`src/rtl/pwm_deadtime_gate.sv`:
```
// -----------------------------------------------------------------------------
// pwm_deadtime_gate
//
// Purpose:
//   Gate-drive stage for one H-bridge module. Turns the left/right leg
//   commands of the carrier-shifted PWM generator into four complementary
//   gate signals with a programmable dead time. All gates are blocked on
//   fault or disable. Leaving the blocked state always goes through a
//   dead-time interval into the lower switch. The upper and lower switch of
//   a leg are never on together.
//
// Configuration macro:
//   GATE_FAULT_LATCH_EN - when defined, the fault is latched. It is set by
//                         fault_in and cleared only by fault_clr while
//                         fault_in is low. When undefined, the fault follows
//                         fault_in after one register stage and fault_clr is
//                         unused.
//
// Parameters:
//   DT_W    width of the dead-time count (clk_20M cycles)
//   DT_MIN  smallest dead time ever applied; shorter requests are clamped
//
// Ports:
//   clk_20M     in   20 MHz system clock
//   reset       in   synchronous active-high reset
//   enable      in   1 = gating allowed, 0 = all gates off
//   fault_in    in   hardware fault, active high
//   fault_clr   in   pulse that clears a latched fault (latch build only)
//   dead_time   in   dead-time count, sampled when a leg enters dead time
//   PWM_left    in   left-leg command (1 = upper on)
//   PWM_right   in   right-leg command (1 = upper on)
//   gate_LU     out  left upper gate
//   gate_LL     out  left lower gate
//   gate_RU     out  right upper gate
//   gate_RL     out  right lower gate
//   fault_flag  out  registered fault/block status
//   dt_active   out  either leg is in a dead-time state
// -----------------------------------------------------------------------------
module pwm_deadtime_gate #(
    parameter int DT_W   = 16,
    parameter int DT_MIN = 10
) (
    input  logic            clk_20M,
    input  logic            reset,
    input  logic            enable,
    input  logic            fault_in,
    input  logic            fault_clr,
    input  logic [DT_W-1:0] dead_time,
    input  logic            PWM_left,
    input  logic            PWM_right,
    output logic            gate_LU,
    output logic            gate_LL,
    output logic            gate_RU,
    output logic            gate_RL,
    output logic            fault_flag,
    output logic            dt_active
);

    typedef enum logic [2:0] {
        ST_BLOCK = 3'd0,
        ST_LOW   = 3'd1,
        ST_DT_H  = 3'd2,
        ST_HIGH  = 3'd3,
        ST_DT_L  = 3'd4
    } leg_state_t;

    localparam int              LEG_L    = 0;
    localparam int              LEG_R    = 1;
    localparam logic [DT_W-1:0] CNT_ZERO = {DT_W{1'b0}};
    localparam logic [DT_W-1:0] CNT_ONE  = {{(DT_W-1){1'b0}}, 1'b1};
    localparam logic [DT_W-1:0] DT_MIN_V = DT_W'(DT_MIN);

    // Count value loaded on entry to dead time: the interval lasts
    // max(dt, DT_MIN) cycles, the last of which is spent at count zero.
    function automatic logic [DT_W-1:0] dt_load(input logic [DT_W-1:0] dt);
        logic [DT_W-1:0] eff;
        if (dt < DT_MIN_V) begin
            eff = DT_MIN_V;
        end else begin
            eff = dt;
        end
        return eff - CNT_ONE;
    endfunction

    function automatic logic is_dt(input leg_state_t st);
        return (st == ST_DT_H) || (st == ST_DT_L);
    endfunction

    logic [1:0]      pwm_q_r;
    logic            fault_active_r;
    logic            fault_nxt_s;
    logic            block_s;
    logic [DT_W-1:0] dt_load_s;

    leg_state_t      leg_state_r [2];
    leg_state_t      leg_nxt_s   [2];
    logic [DT_W-1:0] cnt_r       [2];
    logic [DT_W-1:0] cnt_nxt_s   [2];
    // Set only while a DT_L interval was entered from HIGH; a DT_L that
    // follows BLOCK has no upper origin to fall back to.
    logic [1:0]      origin_hi_r;
    logic [1:0]      origin_hi_nxt_s;

    logic [1:0]      gate_u_r;
    logic [1:0]      gate_l_r;
    logic            dt_active_r;

`ifdef GATE_FAULT_LATCH_EN
    // Fault latch: set has priority over clear.
    always_comb begin
        if (fault_in) begin
            fault_nxt_s = 1'b1;
        end else if (fault_clr) begin
            fault_nxt_s = 1'b0;
        end else begin
            fault_nxt_s = fault_active_r;
        end
    end
`else
    logic unused_fault_clr_s;
    assign unused_fault_clr_s = fault_clr;

    // Fault follows the input through a single register stage.
    always_comb begin
        fault_nxt_s = fault_in;
    end
`endif

    assign block_s   = ~enable | fault_active_r;
    assign dt_load_s = dt_load(dead_time);

    // Per-leg next state, dead-time count and origin tracking.
    always_comb begin
        for (int i = 0; i < 2; i++) begin
            leg_nxt_s[i]       = leg_state_r[i];
            cnt_nxt_s[i]       = cnt_r[i];
            origin_hi_nxt_s[i] = origin_hi_r[i];
            if (block_s) begin
                leg_nxt_s[i]       = ST_BLOCK;
                cnt_nxt_s[i]       = CNT_ZERO;
                origin_hi_nxt_s[i] = 1'b0;
            end else begin
                case (leg_state_r[i])
                    ST_BLOCK: begin
                        leg_nxt_s[i]       = ST_DT_L;
                        cnt_nxt_s[i]       = dt_load_s;
                        origin_hi_nxt_s[i] = 1'b0;
                    end
                    ST_LOW: begin
                        if (pwm_q_r[i]) begin
                            leg_nxt_s[i] = ST_DT_H;
                            cnt_nxt_s[i] = dt_load_s;
                        end else begin
                            leg_nxt_s[i] = ST_LOW;
                        end
                    end
                    ST_DT_H: begin
                        // An expiring count wins over a reverting command.
                        if (cnt_r[i] == CNT_ZERO) begin
                            leg_nxt_s[i] = ST_HIGH;
                        end else if (!pwm_q_r[i]) begin
                            leg_nxt_s[i] = ST_LOW;
                            cnt_nxt_s[i] = CNT_ZERO;
                        end else begin
                            cnt_nxt_s[i] = cnt_r[i] - CNT_ONE;
                        end
                    end
                    ST_HIGH: begin
                        if (!pwm_q_r[i]) begin
                            leg_nxt_s[i]       = ST_DT_L;
                            cnt_nxt_s[i]       = dt_load_s;
                            origin_hi_nxt_s[i] = 1'b1;
                        end else begin
                            leg_nxt_s[i] = ST_HIGH;
                        end
                    end
                    ST_DT_L: begin
                        if (cnt_r[i] == CNT_ZERO) begin
                            leg_nxt_s[i]       = ST_LOW;
                            origin_hi_nxt_s[i] = 1'b0;
                        end else if (pwm_q_r[i] && origin_hi_r[i]) begin
                            leg_nxt_s[i]       = ST_HIGH;
                            cnt_nxt_s[i]       = CNT_ZERO;
                            origin_hi_nxt_s[i] = 1'b0;
                        end else begin
                            cnt_nxt_s[i] = cnt_r[i] - CNT_ONE;
                        end
                    end
                    default: begin
                        leg_nxt_s[i]       = ST_BLOCK;
                        cnt_nxt_s[i]       = CNT_ZERO;
                        origin_hi_nxt_s[i] = 1'b0;
                    end
                endcase
            end
        end
    end

    // State, count, input and output registers; gates decode the next state
    // so they change on the same edge as the leg state.
    always_ff @(posedge clk_20M) begin
        if (reset) begin
            pwm_q_r        <= 2'b00;
            fault_active_r <= 1'b0;
            origin_hi_r    <= 2'b00;
            gate_u_r       <= 2'b00;
            gate_l_r       <= 2'b00;
            dt_active_r    <= 1'b0;
            for (int i = 0; i < 2; i++) begin
                leg_state_r[i] <= ST_BLOCK;
                cnt_r[i]       <= CNT_ZERO;
            end
        end else begin
            pwm_q_r        <= {PWM_right, PWM_left};
            fault_active_r <= fault_nxt_s;
            origin_hi_r    <= origin_hi_nxt_s;
            dt_active_r    <= is_dt(leg_nxt_s[LEG_L]) | is_dt(leg_nxt_s[LEG_R]);
            for (int i = 0; i < 2; i++) begin
                leg_state_r[i] <= leg_nxt_s[i];
                cnt_r[i]       <= cnt_nxt_s[i];
                gate_u_r[i]    <= (leg_nxt_s[i] == ST_HIGH);
                gate_l_r[i]    <= (leg_nxt_s[i] == ST_LOW);
            end
        end
    end

    assign gate_LU    = gate_u_r[LEG_L];
    assign gate_LL    = gate_l_r[LEG_L];
    assign gate_RU    = gate_u_r[LEG_R];
    assign gate_RL    = gate_l_r[LEG_R];
    assign fault_flag = fault_active_r;
    assign dt_active  = dt_active_r;

endmodule


```
`config.mk`:
```
export PLATFORM = sky130hd
export DESIGN_NAME = pwm_deadtime_gate
export DESIGN_NICKNAME = d
export VERILOG_FILES = /design/src/rtl/pwm_deadtime_gate.sv
export SDC_FILE = /design/constraint.sdc
export NUM_CORES = 1
export LEC_CHECK = 0
export CAP_MARGIN = 20
export CORE_MARGIN = 4
export CORE_UTILIZATION = 30
export DETAILED_ROUTE_END_ITERATION = 8
export DONT_BUFFER_PORTS = 1
export GPL_ROUTABILITY_DRIVEN = 1
export GPL_TIMING_DRIVEN = 1
export SLEW_MARGIN = 40
export SYNTH_ARGS = -nofsm -noshare
export SYNTH_HDL_FRONTEND = slang
export SYNTH_SLANG_ARGS = --single-unit
```
`constraint.sdc`:
```
create_clock -name clk_20M -period 3.25 [get_ports clk_20M]
set_input_delay 0.4875 -clock clk_20M [delete_from_list [all_inputs] [get_ports clk_20M]]
set_output_delay 0.4875 -clock clk_20M [all_outputs]
set_load 0.01 [all_outputs]
```
==> impl_metrics.json, run 1 <==
{
  "required_ns": 3.50,
  "endpoint_kind": "flip-flop",
  "power.leakage_nw": 1.28,
  "synth_cell_types": 67,
  "yosysWarnings": 0,
  "tns_ns": 0,
  "grt_pass1_vias": 2980,
  "grt_max_degree": 20,
  "min_period_ns": 2.72,
  "seq_area_frac_synth_pct": 30.0,
  "grt_pass1_wl_um": 15000,
  "design_area_um2": 3500,
  "layout.nets": 447,
  "yosysTopAreaCellShare_pct": 30.0,
  "root_buffer": "clkbuf_8",
  "peakVddDrop_v": 0.000176,
  "fin_crit_sh_pct": 83.6,
  "whs_path_depth": 1,
  "layout-drive-gt1-share_pct": 10.9,
  "cts_hold_buf": 0,
  "die-area_um2": 12400,
  "pwr-share-seq_pct": 46.0,
  "hold_viol": 0,
  "hpwlAfterDp_um": 6750,
  "crit_chain": "inv_1, ha_1, or4b_4, and4b_1, a211oi_1, buf_4, nand2_1, o21ai_0, a22o_1",
  "post-cts-setup-buffers": 0,
  "cts_buffers": 5,
  "clockPowerShare_pct": 27.0,
  "drt_pass1_iterations": 5,
  "drt_iter0_markers": 221,
  "port_buffers": 0,
  "reg2regPathDepth": 9,
  "cts_resized": 0,
  "setup_viol": 0,
  "syn_nets": 446,
  "route.detailed.wl_per_inst_um": 16.4,
  "worstMarginPinSlew_ns": 0.826,
  "p_per_area_nw_per_um2": 403,
  "synth_cells": 420,
  "skew_ns": 0.00904,
  "synth_area_per_cell_um2": 7.64,
  "p_sw_mw": 0.464,
  "postRouteAntennaNets": 0,
  "area.growth.synth_to_final_pct": 9.21,
  "layoutNonFillerInstCount": 558,
  "ys_seq_elements": 48,
  "track_usage_pct": 14.4,
  "rsz0062_at_grt": "false",
  "num_vias": 3202,
  "status": "finished clean",
  "antennaDiodeCount": 0,
  "ios": 29,
  "crit_slowest_cell": "a211oi_1",
  "routed_wl_um": 9130,
  "cpPeakStageDelay_ns": 0.72,
  "intPower_mw": 0.949,
  "ys_async_sr_fraction_pct": 0,
  "syn_area_um2": 3210,
  "clock.fmax_mhz": 368,
  "maxCapViolCount": 0,
  "gp_congestion": 0.963,
  "antenna_found_initial": 0,
  "vias_per_cell": 5.74,
  "core_um2": 10400,
  "path_class": "flip-flop to flip-flop",
  "synth.top_cells.by_count": "dfxtp_1, nor2_1, nand2_1",
  "start_util_pct": 30.9,
  "fillers": 1080,
  "clockBufferDepth": 2,
  "synth_top_area_cell": "dfxtp_1",
  "rows": 37,
  "htreeDepth": 2,
  "synth_flop_cell": "dfxtp_1",
  "sw_frac_of_total_pct": 32.9,
  "clk_latency_ns": 0.30,
  "hp-class": "input pin to flip-flop",
  "cts_sinks": 48,
  "postPlaceCellArea_um2": 3410,
  "placed_cells": 550,
  "synth_area_leaders": "dfxtp_1, nor2_1, a21oi_1, o21ai_0, nand2_1",
  "cts_tree": "done",
  "clkTransAtPathRegs_ns": 0.09,
  "start_kind": "flip-flop",
  "die_x_um": 111,
  "cp_max_fo": 10,
  "worstPathArrival_ns": 2.97,
  "finalMaxSlewViolations": 0,
  "relSlewSlack_pct": 44.6,
  "synth_enable_flop_cells": 0,
  "drc": 0,
  "grt.overflow.total": 0,
  "pwr-share-comb_pct": 26.9,
  "fp.dieH_um": 111
}
[area by class of cell]
cell class	instances	area, um2	area share (%)
repair buffers	15	113	3.22
clock buffers	8	90.1	2.57
multi-input cells	338	2120	60.5
flip-flops and latches	48	961	27.4
inverters	13	48.8	1.39
well taps	136	170	4.86
[critical path: cells and delay by family, from the launching register on]
family | cells | cell delay [ns]
AND/OR/NAND/NOR | 3 | 0.65
buffers and inverters | 2 | 0.37
flip-flops | 1 | 0.33
AO/OA/AOI/OAI | 3 | 1.09
adder cells (fa/ha/maj) | 1 | 0.22
[power by group through the flow]
| stage | Combinational, mW | Clock, mW | Sequential, mW |
|---|---|---|---|
| CTS | 0.377 | 0.401 | 0.649 |
| detailed placement | 0.375 | 0 | 0.663 |
| floorplan | 0.302 | 0 | 0.650 |
| global placement | 0.372 | 0 | 0.662 |
| finish | 0.380 | 0.382 | 0.650 |
| global route | 0.422 | 0.422 | 0.656 |
[placed cells by master, fill, tap and decap left out, types with 7 or more instances in the layout]
cell type,synthesis,routed
a21oi_1,28,28
xnor2_1,7,7
nor3_1,15,14
buf_4,0,15
o21ai_0,26,26
nor2_1,48,48
o22ai_1,10,10
nand2_1,30,30
nand2b_1,9,9
nand3_1,18,18
or2_2,11,11
inv_1,13,13
xor2_1,7,7
a22o_1,9,9
nor4_1,10,9
dfxtp_1,48,48
[flip-flops by register name (all words and copies together), names as in the netlist]
name         count
cnt_r           32
dt_active        1
fault_flag       1
gate_l_r         2
gate_u_r         2
leg_state_r      6
origin_hi_r      2
pwm_q_r          2
[cells by family after synthesis]
family	count (synthesis)	synth area share (%)
xor+xnor	14	3.82
buf+inv	34	4.29
fa+ha+maj	3	1.17
mux	7	2.22
simple gates	184	31.0
compound gates	130	27.5
flops	48	30.0
[metal layers]
metal	wire length, um	track usage (%)	vias to the layer above
li1	-	-	1567
met1	3950	18.6	1506
met2	4400	23.3	104
met3	488	2.77	25
met4	295	6.24	0
met5	0	0	-
[through the flow]
| stage | setup slack [ns] | util (%) | power, mW | hold WS (ns) |
|---|---|---|---|---|
| 6_report | 0.532 | 33.8 | 1.41 | 0.241 |
| 5_1_grt | 0.370 | 33.8 | 1.50 | 0.225 |
| 4_1_cts | 0.535 | 33.8 | 1.43 | 0.229 |
| 3_5_place_dp | 0.284 | 32.9 | 1.04 | 0.481 |
| 3_3_place_gp | 0.333 | 32.9 | 1.03 | 0.462 |
| 2_1_floorplan | 0.104 | - | 0.953 | 0.440 |
[final timing paths]
check / startpoint / slack (ns) / end
worst max-delay path: cnt_r[0][0] / 0.53 / cnt_r[0][13]
worst min-delay path: reset / 0.24 / fault_flag
worst max register to register: cnt_r[0][0] / 0.53 / cnt_r[0][13]
worst min register to register: cnt_r[0][26] / 0.50 / cnt_r[0][26]
Note: power is estimated with default switching activity, not from simulation.
==> inputs of run 2 (changes only) <==
--- a/config.mk
+++ b/config.mk
@@ -5,6 +5,7 @@
 export SDC_FILE = /design/constraint.sdc
 export NUM_CORES = 1
 export LEC_CHECK = 0
+export ABC_AREA = 1
 export CAP_MARGIN = 20
 export CORE_MARGIN = 4
 export CORE_UTILIZATION = 30
==> constraint.sdc (replaced) <==
create_clock -name clk_20M -period 2.4 [get_ports clk_20M]
set_input_delay 0.36 -clock clk_20M [delete_from_list [all_inputs] [get_ports clk_20M]]
set_output_delay 0.36 -clock clk_20M [all_outputs]
set_load 0.01 [all_outputs]
==> run 2 against run 1 <==
Total power rose by 57%. Cell count increased by 27%. Area after synthesis is 8.4% higher. Non-clock buffer count is 6 lower. Final area up 8.5%. Maximum frequency up 32%. Clock-buffer cell count shrank 3.
==> impl_metrics.json, run 2 <==
{
  "status": "finished clean",
  "cts_hold_buf": 0,
  "crit_end": "cnt_r[0][19]",
  "postPlaceCellArea_um2": 3630,
  "die-area_um2": 13400,
  "rsz0062_at_grt": "false",
  "layoutNonFillerInstCount": 708,
  "power.leakage_nw": 1.79,
  "clkTransAtPathRegs_ns": 0.07,
  "synth_cell_types": 38,
  "start_kind": "flip-flop",
  "ys_seq_elements": 48,
  "placed_cells": 700,
  "largest_reg_flops": 32,
  "grt_pass1_wl_um": 15500,
  "r2r_slack_ns": 0.34,
  "fin_crit_sh_pct": 86.0,
  "postRouteAntennaNets": 0,
  "final_cell_mix": "nand2_1, nor2_1, inv_1, nand3_1, dfxtp_1",
  "skew_ns": 0.00814,
  "clockBufferDepth": 2,
  "grt_pass1_vias": 3460,
  "hold_viol": 0,
  "yosys.area_share.simple_pct": 41.1,
  "synth_enable_flop_cells": 0,
  "grt_max_degree": 35,
  "syn_nets": 586,
  "crit_family": "simple AND/OR/NAND/NOR gates",
  "area.growth.synth_to_final_pct": 9.32,
  "crit_start": "cnt_r[0][16]",
  "path_buf_inv": 1,
  "worstMarginPinSlew_ns": 0.498,
  "core_um2": 11400,
  "grt.overflow.total": 0,
  "post-cts-setup-buffers": 0,
  "synth_area_per_cell_um2": 6.21,
  "gp_congestion": 0.876,
  "antenna_found_initial": 0,
  "drt_iter0_markers": 219,
  "relSlewSlack_pct": 66.7,
  "yosysTopAreaCellShare_pct": 27.6,
  "htreeDepth": 2,
  "cts_sinks": 48,
  "route.detailed.wl_per_inst_um": 12.7,
  "seq_area_frac_synth_pct": 27.6,
  "synth_cells": 560,
  "vias_per_cell": 4.85,
  "endpoint_kind": "flip-flop",
  "reg.largest.list": "cnt_r: 32 flops, leg_state_r: 6 flops",
  "post-synth-top-count-cell": "nand2_1",
  "setup_viol": 0,
  "reg2reg_to": "cnt_r[0][19]",
  "required_ns": 2.61,
  "path_class": "flip-flop to flip-flop",
  "root_buffer": "clkbuf_16",
  "worstPathArrival_ns": 2.28,
  "reg2regPathDepth": 9,
  "synth.mux.area_fraction_pct": 0,
  "ys_async_sr_fraction_pct": 0,
  "cpPeakStageDelay_ns": 0.41,
  "finalPower_mw": 2.22,
  "ios": 29,
  "layout.nets": 590,
  "maxCapViolCount": 0,
  "syn_area_um2": 3480,
  "num_vias": 3431,
  "finalMaxSlewViolations": 0,
  "cp_max_fo": 17,
  "routed_wl_um": 8970,
  "clk_latency_ns": 0.29,
  "drt_pass1_iterations": 5,
  "drc": 0,
  "r2r_start": "cnt_r[0][16]",
  "hp-class": "input pin to flip-flop",
  "port_buffers": 0,
  "cts_resized": 0,
  "rows": 39,
  "antennaDiodeCount": 0,
  "fp.dieH_um": 116,
  "crit_chain": "inv_1, ha_1, nand3_1, nor2_2, o211ai_2, nand2_2, nor2_4, nand2_1, a21oi_1",
  "tns_ns": 0,
  "min_period_ns": 2.06,
  "yosysWarnings": 0,
  "hpwlAfterDp_um": 7000,
  "synth_area_leaders": "dfxtp_1, nand2_1, nand3_1, nor2_1, inv_1",
  "layout_commonest_cell": "nand2_1",
  "clock.fmax_mhz": 485,
  "synth_xor_xnor_area_share_pct": 6.05,
  "max_flop_register": "cnt_r",
  "peakVddDrop_v": 0.000343,
  "crit_slowest_cell": "nor2_4",
  "synth.top_cells.by_count": "nand2_1, nor2_1, inv_1",
  "synth_flop_cell": "dfxtp_1",
  "cts_buffers": 5,
  "layout-drive-gt1-share_pct": 12.2,
  "synth_top_family_by_area": "simple AND/OR/NAND/NOR gates",
  "synth-compound-area-share_pct": 14.6,
  "synth_adder_area_share_pct": 1.08,
  "synth_top_area_cell": "dfxtp_1",
  "crit_cells": 9,
  "track_usage_pct": 14.1,
  "design_area_um2": 3800,
  "p_per_area_nw_per_um2": 584,
  "die_x_um": 116,
  "cts_tree": "done",
  "start_util_pct": 30.6
}
==> run 2: cell types whose count changed in the layout (fill, tap and decap cells not counted), moves of 10 or more <==
cell | previous run | this run
a21oi_2 | 0 | 10
nand2_1 | 30 | 172
inv_1 | 13 | 52
inv_2 | 0 | 10
or2_2 | 11 | 0
nand3_1 | 18 | 50
nor2_1 | 48 | 64
nor3_1 | 14 | 3
nand2_2 | 0 | 14
==> run 2: worst reg2reg max path, stage by stage, from the launching register on <==
cell	delay [ns]
dfxtp_1	0.40
inv_1	0.06
ha_1	0.23
nand3_1	0.19
nor2_2	0.10
o211ai_2	0.09
nand2_2	0.25
nor2_4	0.41
nand2_1	0.12
a21oi_1	0.14
==> run 2: logic make-up (layout without fill, tap and decap cells) <==
logic type	after synthesis	after routing
xor gates and xnor gates	24	24
and+or+nand+nor	326	326
adders and majority gates	3	3
buffers and inverters	75	80
DFF	48	48
AOI/OAI and AO/OA	84	84
==> run 2: final cells by class <==
type	instances	area (um2)
fillers	1253	7570
multi-input cells	437	2180
flip-flops and latches	48	961
inverters	63	236
well taps	143	179
clock buffers	5	125
repair buffers	9	67.6
clock inverters	3	47.5
==> run 2: worst min path at each step <==
stage / cells past startpoint / to / start
2_1_floorplan: 2 / cnt_r[0][5] / cnt_r[0][5]
3_3_place_gp: 1 / dt_active / reset
3_5_place_dp: 1 / dt_active / reset
4_1_cts: 1 / fault_flag / reset
5_1_grt: 1 / leg_state_r[0][2] / reset
6_report: 1 / fault_flag / reset
==> run 2: power by group <==
group          internal [mW]  total [mW]  switching [mW]  leakage, nW
registers              0.831       0.867          0.0362        0.392
clock network          0.496       0.830           0.334       0.0840
logic                  0.186       0.523           0.337         1.31
==> run 2: metal layers <==
layer	vias up	global-route usage (%)	part of all wire [%]
li1	1793	-	-
met1	1556	18.1	46
met2	67	24.1	47
met3	15	2.35	4.8
met4	0	4.56	2.0
met5	-	0	0
==> run 2: metrics by stage <==
stage | worst slack [ns] | hold slack [ns] | util [%]
2_1_floorplan | 0.156 | 0.444 | -
3_3_place_gp | 0.137 | 0.434 | 31.9
3_5_place_dp | 0.125 | 0.432 | 31.9
4_1_cts | 0.333 | 0.122 | 33.4
5_1_grt | 0.0817 | 0.118 | 33.4
6_report | 0.337 | 0.126 | 33.4
==> inputs of run 3 (changes only) <==
--- a/config.mk
+++ b/config.mk
@@ -7,7 +7,7 @@
 export LEC_CHECK = 0
 export ABC_AREA = 1
 export CAP_MARGIN = 20
-export CORE_MARGIN = 4
+export CORE_MARGIN = 2
 export CORE_UTILIZATION = 30
 export DETAILED_ROUTE_END_ITERATION = 8
 export DONT_BUFFER_PORTS = 1
==> run 3 against run 2 <==
Wire length fell by 1.6%. Sequential power barely moved. Cell count rose by 0.14%. Setup slack improved by 0.039 ns. Critical endpoint is now cnt_r[0][28].
==> impl_metrics.json, run 3 (synthesized netlist as in run 2, its figures left out) <==
{
  "setup_viol": 0,
  "endpoint_kind": "flip-flop",
  "routed_wl_um": 8820,
  "rows": 39,
  "pre_cts_ws_ns": 0.144,
  "layout_commonest_cell": "nand2_1",
  "die_x_um": 112,
  "seq_area_um2": 961,
  "num_vias": 3408,
  "grt.overflow.total": 0,
  "reg.largest.list": "cnt_r: 32 flops, leg_state_r: 6 flops",
  "power.leakage_nw": 1.79,
  "drt_pass1_iterations": 4,
  "htreeDepth": 2,
  "fp.dieH_um": 112,
  "worstPathArrival_ns": 2.24,
  "layoutNonFillerInstCount": 709,
  "rsz0062_at_grt": "false",
  "start_util_pct": 30.6,
  "worstMarginPinSlew_ns": 0.489,
  "tns_ns": 0,
  "required_ns": 2.62,
  "path_class": "input pin to flip-flop",
  "postPlaceCellArea_um2": 3640,
  "cp_max_fo": 5,
  "max_flop_register": "cnt_r",
  "hp-class": "input pin to flip-flop",
  "cts_hold_buf": 0,
  "cts_sinks": 48,
  "placed_cells": 701,
  "grt_pass1_wl_um": 15100,
  "hold_slack_ns": 0.131,
  "skew_ns": 0.00715,
  "layout.nets": 591,
  "largest_reg_flops": 32,
  "maxCapViolCount": 0,
  "port_buffers": 0,
  "post-cts-setup-buffers": 0,
  "min_period_ns": 2.02,
  "reg2regPathDepth": 11,
  "fillers": 1247,
  "multiInputGateArea_um2": 2180,
  "final_core_util_pct": 33.5,
  "postRouteAntennaNets": 0,
  "status": "finished clean",
  "grt_max_degree": 35,
  "clk_latency_ns": 0.29,
  "drt_iter0_markers": 184,
  "area.growth.synth_to_final_pct": 9.54,
  "fin_crit_sh_pct": 84.3,
  "antennaDiodeCount": 0,
  "start_kind": "input pin",
  "hold_viol": 0,
  "die-area_um2": 12500,
  "antenna_found_initial": 0,
  "core_um2": 11400,
  "clock.fmax_mhz": 494,
  "clockBufferDepth": 2,
  "relSlewSlack_pct": 67.3,
  "final_cell_mix": "nand2_1, nor2_1, inv_1, nand3_1, dfxtp_1",
  "gp_congestion": 0.962,
  "grt_pass1_vias": 3323,
  "whs_path_depth": 1,
  "finalMaxSlewViolations": 0,
  "peakVddDrop_v": 0.000312,
  "clkTransAtPathRegs_ns": 0.07,
  "hpwlAfterDp_um": 6870,
  "cts_buffers": 5,
  "finalPower_mw": 2.21,
  "layout_setup_ws_ns": 0.376,
  "drc": 0,
  "track_usage_pct": 14.5,
  "vias_per_cell": 4.81,
  "root_buffer": "clkbuf_16",
  "cts_tree": "done",
  "design_area_um2": 3810,
  "ios": 29,
  "cts_resized": 0,
  "p_per_area_nw_per_um2": 581,
  "route.detailed.wl_per_inst_um": 12.4,
  "layout-drive-gt1-share_pct": 12.4
}
-- run 3: changes by cell type in the layout (fill, tap and decap cells not counted) --
cell / delta
buf_4: +1
-- run 3: power breakdown --
group          leakage (nW)  switching [mW]  internal [mW]
logic                  1.32           0.336          0.187
registers             0.392          0.0365          0.831
clock network        0.0840           0.328          0.496
-- run 3: per-layer routing --
layer | GRT usage [%] | vias to the layer above | wire length [um] | share of wire, %
met1 | 18.9 | 1536 | 4150 | 47
met3 | 2.83 | 10 | 471 | 5.3
met2 | 24.3 | 68 | 4050 | 46
li1 | - | 1794 | - | -
met4 | 4.36 | 0 | 152 | 1.7
met5 | 0 | - | 0 | 0
-- run 3: final cells by class --
class                   count  share of cell area [%]
clock buffers               5                    3.29
clock inverters             3                    1.25
inverters                  63                    6.21
multi-input cells         437                    57.4
flip-flops and latches     48                    25.2
well taps                 143                    4.70
repair buffers             10                    1.97
-- run 3: worst paths after layout --
| path | startpoint | slack (ns) | end |
|---|---|---|---|
| worst min-delay path | reset | 0.13 | pwm_q_r[0] |
| worst max register to register | cnt_r[0][16] | 0.48 | cnt_r[0][30] |
| worst max-delay path | dead_time[13] | 0.38 | cnt_r[0][28] |
| worst min register to register | cnt_r[0][31] | 0.47 | cnt_r[0][31] |
-- run 3: critical path, cell delays in order --
cell	delay, ns
nor2_1	0.13
nand2_1	0.08
nor2_1	0.19
nand2_2	0.08
nand2_1	0.11
ha_1	0.15
inv_1	0.05
nor3_1	0.15
buf_4	0.16
nand2_1	0.11
o21bai_1	0.20
nand3_1	0.14
o21ai_0	0.12
nand2_1	0.07
a21oi_1	0.14
